[src/rtl/audio_capture.sv]
// Audio capture sequencer: pops ADC samples, keeps every DECIM-th one as a 6-bit RAM word,
// and tracks the peak magnitude of the capture with a holdoff-qualified hit pulse.
//
//   state   | meaning
//   --------+-----------------------------------------------------------
//   S_IDLE  | no capture; waits for record_en (after it has been seen low)
//   S_WAIT  | capture armed; waits for a non-empty ADC FIFO
//   S_READ  | pop strobe high; sample latched, peak/hit evaluated
//   S_WRITE | RAM write of the latched sample at the current address
//   S_DONE  | capture window filled; rec_done high until record_en drops
module audio_capture #(
    parameter logic [17:0] REC_START = 18'd0,
    parameter logic [17:0] REC_END   = 18'd16395,
    parameter logic [3:0]  DECIM     = 4'd1,
    parameter logic [15:0] HOLDOFF   = 16'd4800
) (
    input  logic        CLOCK_50,
    input  logic        resetn,
    input  logic        record_en,
    input  logic        audio_in_available,
    input  logic [31:0] left_channel_audio_in,
    input  logic [4:0]  threshold,
    output logic        read_audio_in,
    output logic [17:0] mem_addr,
    output logic [5:0]  mem_data,
    output logic        mem_wren,
    output logic        rec_done,
    output logic        hit_detect,
    output logic [4:0]  peak_level
);

    typedef enum logic [2:0] {S_IDLE, S_WAIT, S_READ, S_WRITE, S_DONE} state_t;

    // DECIM of zero behaves like one rather than wrapping to sixteen.
    localparam logic [3:0] DECIM_LAST = (DECIM == 4'd0) ? 4'd0 : DECIM - 4'd1;

    state_t      state_q;
    logic [17:0] addr_q;
    logic [5:0]  sample_q;
    logic [4:0]  peak_q;
    logic [3:0]  dcnt_q;
    logic [15:0] hold_q;
    logic        read_q;
    logic        wren_q;
    logic        done_q;
    logic        hit_q;
    logic        arm_q;
    logic        settle_q;

    logic [5:0]  sample_in;
    logic [5:0]  sample_neg;
    logic [4:0]  mag;
    logic        unused_sample_lsbs;

    assign sample_in          = left_channel_audio_in[31:26];
    assign sample_neg         = 6'd0 - sample_in;
    assign unused_sample_lsbs = ^left_channel_audio_in[25:0];

    // -32 has no 5-bit magnitude, so it saturates to 31.
    always_comb begin
        mag = sample_in[4:0];
        if (sample_in[5]) begin
            mag = (sample_in == 6'b100000) ? 5'd31 : sample_neg[4:0];
        end
    end

    always_ff @(posedge CLOCK_50 or negedge resetn) begin
        if (!resetn) begin
            state_q  <= S_IDLE;
            addr_q   <= 18'd0;
            sample_q <= 6'd0;
            peak_q   <= 5'd0;
            dcnt_q   <= 4'd0;
            hold_q   <= 16'd0;
            read_q   <= 1'b0;
            wren_q   <= 1'b0;
            done_q   <= 1'b0;
            hit_q    <= 1'b0;
            arm_q    <= 1'b0;
            settle_q <= 1'b0;
        end else begin
            read_q <= 1'b0;
            wren_q <= 1'b0;
            hit_q  <= 1'b0;
            // A capture may only start once record_en has been seen low since reset.
            if (!record_en) begin
                arm_q <= 1'b1;
            end
            case (state_q)
                S_IDLE: begin
                    if (record_en && arm_q) begin
                        state_q  <= S_WAIT;
                        addr_q   <= REC_START;
                        peak_q   <= 5'd0;
                        dcnt_q   <= 4'd0;
                        hold_q   <= 16'd0;
                        settle_q <= 1'b0;
                    end
                end
                S_WAIT: begin
                    if (!record_en) begin
                        state_q <= S_IDLE;
                    end else if (settle_q) begin
                        settle_q <= 1'b0;
                    end else if (audio_in_available) begin
                        state_q <= S_READ;
                        read_q  <= 1'b1;
                    end
                end
                S_READ: begin
                    sample_q <= sample_in;
                    if (mag > peak_q) begin
                        peak_q <= mag;
                    end
                    if (hold_q == 16'd0) begin
                        if (mag >= threshold) begin
                            hit_q  <= 1'b1;
                            hold_q <= HOLDOFF;
                        end
                    end else begin
                        hold_q <= hold_q - 16'd1;
                    end
                    if (!record_en) begin
                        state_q <= S_IDLE;
                    end else if (dcnt_q == DECIM_LAST) begin
                        dcnt_q  <= 4'd0;
                        state_q <= S_WRITE;
                        wren_q  <= 1'b1;
                    end else begin
                        // Skipped samples take an extra WAIT cycle so the FIFO flag can settle.
                        dcnt_q   <= dcnt_q + 4'd1;
                        state_q  <= S_WAIT;
                        settle_q <= 1'b1;
                    end
                end
                S_WRITE: begin
                    if (!record_en) begin
                        state_q <= S_IDLE;
                    end else if (addr_q == REC_END) begin
                        state_q <= S_DONE;
                        done_q  <= 1'b1;
                    end else begin
                        addr_q  <= addr_q + 18'd1;
                        state_q <= S_WAIT;
                    end
                end
                S_DONE: begin
                    if (!record_en) begin
                        state_q <= S_IDLE;
                        done_q  <= 1'b0;
                    end
                end
                default: begin
                    state_q <= S_IDLE;
                end
            endcase
        end
    end

    assign read_audio_in = read_q;
    assign mem_addr      = addr_q;
    assign mem_data      = sample_q;
    assign mem_wren      = wren_q;
    assign rec_done      = done_q;
    assign hit_detect    = hit_q;
    assign peak_level    = peak_q;

endmodule

[config.mk]
export PLATFORM = sky130hd
export DESIGN_NAME = audio_capture
export DESIGN_NICKNAME = d
export VERILOG_FILES = /design/src/rtl/audio_capture.sv
export SDC_FILE = /design/constraint.sdc
export NUM_CORES = 1
export LEC_CHECK = 0
export BUFFER_PORTS_ARGS = -buffer_cell sky130_fd_sc_hd__buf_2
export CORE_MARGIN = 2
export CORE_UTILIZATION = 44
export DETAILED_ROUTE_END_ITERATION = 12
export PLACE_DENSITY = 0.66
export SETUP_SLACK_MARGIN = 0.1
export SYNTH_ARGS = -nofsm -noshare
export SYNTH_HDL_FRONTEND = slang
export SYNTH_SLANG_ARGS = --single-unit
[constraint.sdc]
create_clock -name CLOCK_50 -period 2.9 [get_ports CLOCK_50]
set_input_delay 0.58 -clock CLOCK_50 [delete_from_list [all_inputs] [get_ports CLOCK_50]]
set_output_delay 0.58 -clock CLOCK_50 [all_outputs]
set_load 0.02 [all_outputs]
==> reports/qor.txt <==
Netlist cell types = 48
# IOs = 74
Worst-path fanout max = 7
Peak VDD IR = 0.3504 mV
Post-layout min period = 2808 ps
Crit path buf inv count = 3
# port buffers = 47
Delay-heaviest family, CP = simple AND/OR/NAND/NOR gates
GR Overflow Total = 0
Worst rel slew slack = 64.53%
Period utilization = 96.83%
Final HPWL DP = 5.619 mm
Clk sinks = 58
Max cap viols = 0
Final Non-Filler Cells = 540
Top-area cell type share of the netlist area = 43.43%
Vert. Die Dim = 91.15 um
Drt drc = 0
P_leak = 0.001999 uW
FP Rows = 31
Tot GR Track Use = 20.04%
Netlist Area Pre-Place = 3342 um^2
Routed vias = 2942
Die Area = 8308 um^2
# hold bufs at CTS = 0
Status = finished, final reports clean
RSZ-0062 raised after global routing = yes
Power per cell area = 686.5 nW/um^2
Hold WC Path Type = in -> async
Worst-path cell chain = buf_8, clkinv_8, ha_4, or3b_4, or3b_4, nand2_4, ha_4, and4_1, a21oi_1, o21ai_1, a21oi_2, buf_6, mux2_4
TritonCTS buffer count = 9
Core area = 7292 um^2
Largest net degree at the start of global routing = 26
Filler cells = 689
DRT Pass-1 Iters = 4
Top cells by area, synth = dfrtp_1 (43%), ha_1 (6.0%), nand2_1 (4.4%), nor2_1 (3.6%), a21oi_1 (3.3%)
GPL Wtd Cong = 0.8520
Initial DRC Count = 163
Global-route wire length before repair = 13.54 mm
FF-to-FF Start = hold_q[0]
Main synth FF type = dfrtp_1
Fmax achieved = 0.3561 GHz
Die W = 91.15 um
Max clock buf depth = 2
Initial antenna violation count = 0
FF-to-FF End = hold_q[10]
Worst EP arrival = 3020 ps
CTS H-Tree Depth = 3
Number of synthesized flops with an enable pin = 0
Syn Inst Count = 367
Drt via density = 5.448
Final hold viol count = 0
Routed wire length = 7.922 mm
Crit Path Category = in -> reg
Antenna cells = 0
Final count of negative-setup-slack endpoints = 0
Root buf cell = clkbuf_8
Slowest-stage cell, CP = or3b_4
R2R Setup Slk = 590 ps
Initial core utilization = 45.83%
Clock transition at the registers of the reported paths = 60 ps
Nets = 494
Dpl cells = 523
Max Slew Vio Count = 0
Vias in the first global route = 2885
Ys Warns = 0
Area Overhead vs Synth = 24.86%
Sequential Area = 1451 um^2
Worst EP required = 3120 ps
Actual slew at the worst max-slew pin = 526.4 ps
Worst Setup End Kind = flop
CTS tree = done
Final Skew = 11.02 ps
Startpoint Class = input pin
Post-route antenna net violation count = 0
Worst Reg-to-Reg Cells = 7
Skew-Pair Late Insertion Delay = 340 ps
Dominant cell type by area after synthesis = dfrtp_1
Fraction of registers with async set/reset = 100.0%
Layout cells sized above 1 = 26.30%
Drt wl/cell = 14.67 um
Sum of negative setup slack = 0 ps
Area of the multi-input gates = 1872 um^2
Register area share after synthesis = 43.43%
Synthesized flop and latch total = 58
Mapped Nets = 424
Syn_area_per_cell = 9.106 um^2
Max incr delay on CP = 470 ps
per-stage QoR:
step | util (%) | hold slack [ps] | worst slack, ps | power, uW | instance area, um^2
floorplan | - | 284.4 | -122.9 | 1794 | 3426
global placement | 53.28 | 456.0 | -276.7 | 2099 | 3885
detailed placement | 53.28 | 461.4 | -347.0 | 2118 | 3885
CTS | 55.92 | 201.8 | 98.58 | 2859 | 4078
global route | 57.22 | 227.5 | 26.26 | 3057 | 4173
finish | 57.22 | 205.4 | 92.03 | 2865 | 4173
cells in the final DEF (no fill, tap or decap), types with 3 or more instances in the layout:
master,n
nand4_1,8
nand3_1,15
or3_1,9
nor3_1,9
a31oi_1,3
and2_1,5
buf_2,45
nor2b_1,5
xnor2_1,4
mux2i_1,4
ha_4,4
dfrtp_1,58
a21oi_1,20
buf_4,23
o31ai_1,4
and3_1,8
inv_1,17
nand2_1,36
and4_1,3
a31o_2,3
clkbuf_8,10
nor4_1,9
or4_1,4
mux2_4,4
o21ai_0,18
nand4b_1,4
nand2b_1,7
xor2_1,11
nor2_1,32
ha_1,12
cell type report:
type	instances	area share [%]
clock buffers	12	3.478
flip-flops and latches	58	34.78
multi-input cells	278	44.86
clock inverters	3	0.9595
repair buffers	71	10.64
well taps	99	2.969
inverters	19	2.309
worst max path at each step:
stage | from | cells after the start | slack [ps] | endpoint
final | left_channel_audio_in[26] | 13 | 90 | peak_level[0]
after CTS | left_channel_audio_in[27] | 13 | 100 | peak_level[1]
after global routing | left_channel_audio_in[26] | 13 | 30 | peak_level[1]
after detailed placement | left_channel_audio_in[27] | 13 | -350 | hold_q[7]
after global placement | left_channel_audio_in[27] | 13 | -280 | hold_q[7]
after floorplan | left_channel_audio_in[27] | 12 | -120 | peak_level[0]
metal layers:
layer,track usage [%],share of wire [%]
met5,0,0
met4,8.460,1.6
met3,4.149,3.6
met2,31.30,46
met1,27.04,48
registers in the layout, summed over array words and instances, names as in the netlist, 3 cells and up:
register    flops
mem_addr       18
hold_q         16
mem_data        6
peak_level      5
state_q         3
dcnt_q          4
worst reg2reg max path, stage by stage (launching register included):
cell and delay [ps]:
dfrtp_1 430, inv_1 100, ha_1 170, or4b_2 630, nor4_4 330, and2_1 250
nor4_1 70, a31o_2 220
power by group:
part	switching [uW]	total [uW]	leakage, uW	internal [uW]
combinational	614	1080	0.00112	462
clock	313	727	0.0000962	413
sequential	124	1060	0.000785	938
total	1050	2860	0.00200	1810
Yosys cell counts (5+ instances only):
| cell | count |
|---|---|
| nand2b_1 | 7 |
| nor2_1 | 32 |
| ha_1 | 16 |
| nand3_1 | 15 |
| nand2_1 | 39 |
| a21oi_1 | 22 |
| mux2_2 | 5 |
| dfrtp_1 | 58 |
| nand4_1 | 8 |
| or3_1 | 9 |
| and3_1 | 8 |
| buf_2 | 5 |
| and2_1 | 6 |
| xor2_1 | 11 |
| nor2b_1 | 5 |
| nor4_1 | 9 |
| nor3_1 | 9 |
| o21ai_0 | 20 |
| inv_1 | 19 |
| clkbuf_1 | 6 |
cells by family after synthesis:
group / share of synthesized area (%)
AOI/OAI and AO/OA: 10.78
buffers and inverters: 3.781
and+or+nand+nor: 29.20
muxes: 2.883
DFF: 43.43
adders and majority gates: 5.990
xor gates and xnor gates: 3.931
repair_timing:
action,CTS,global route
setup endpoints to repair,3,10
gates resized for setup,3,17
hold endpoints to repair,0,0
pin swaps,0,11
setup buffers,0,2
No activity file was read; power rests on OpenSTA's default activity.
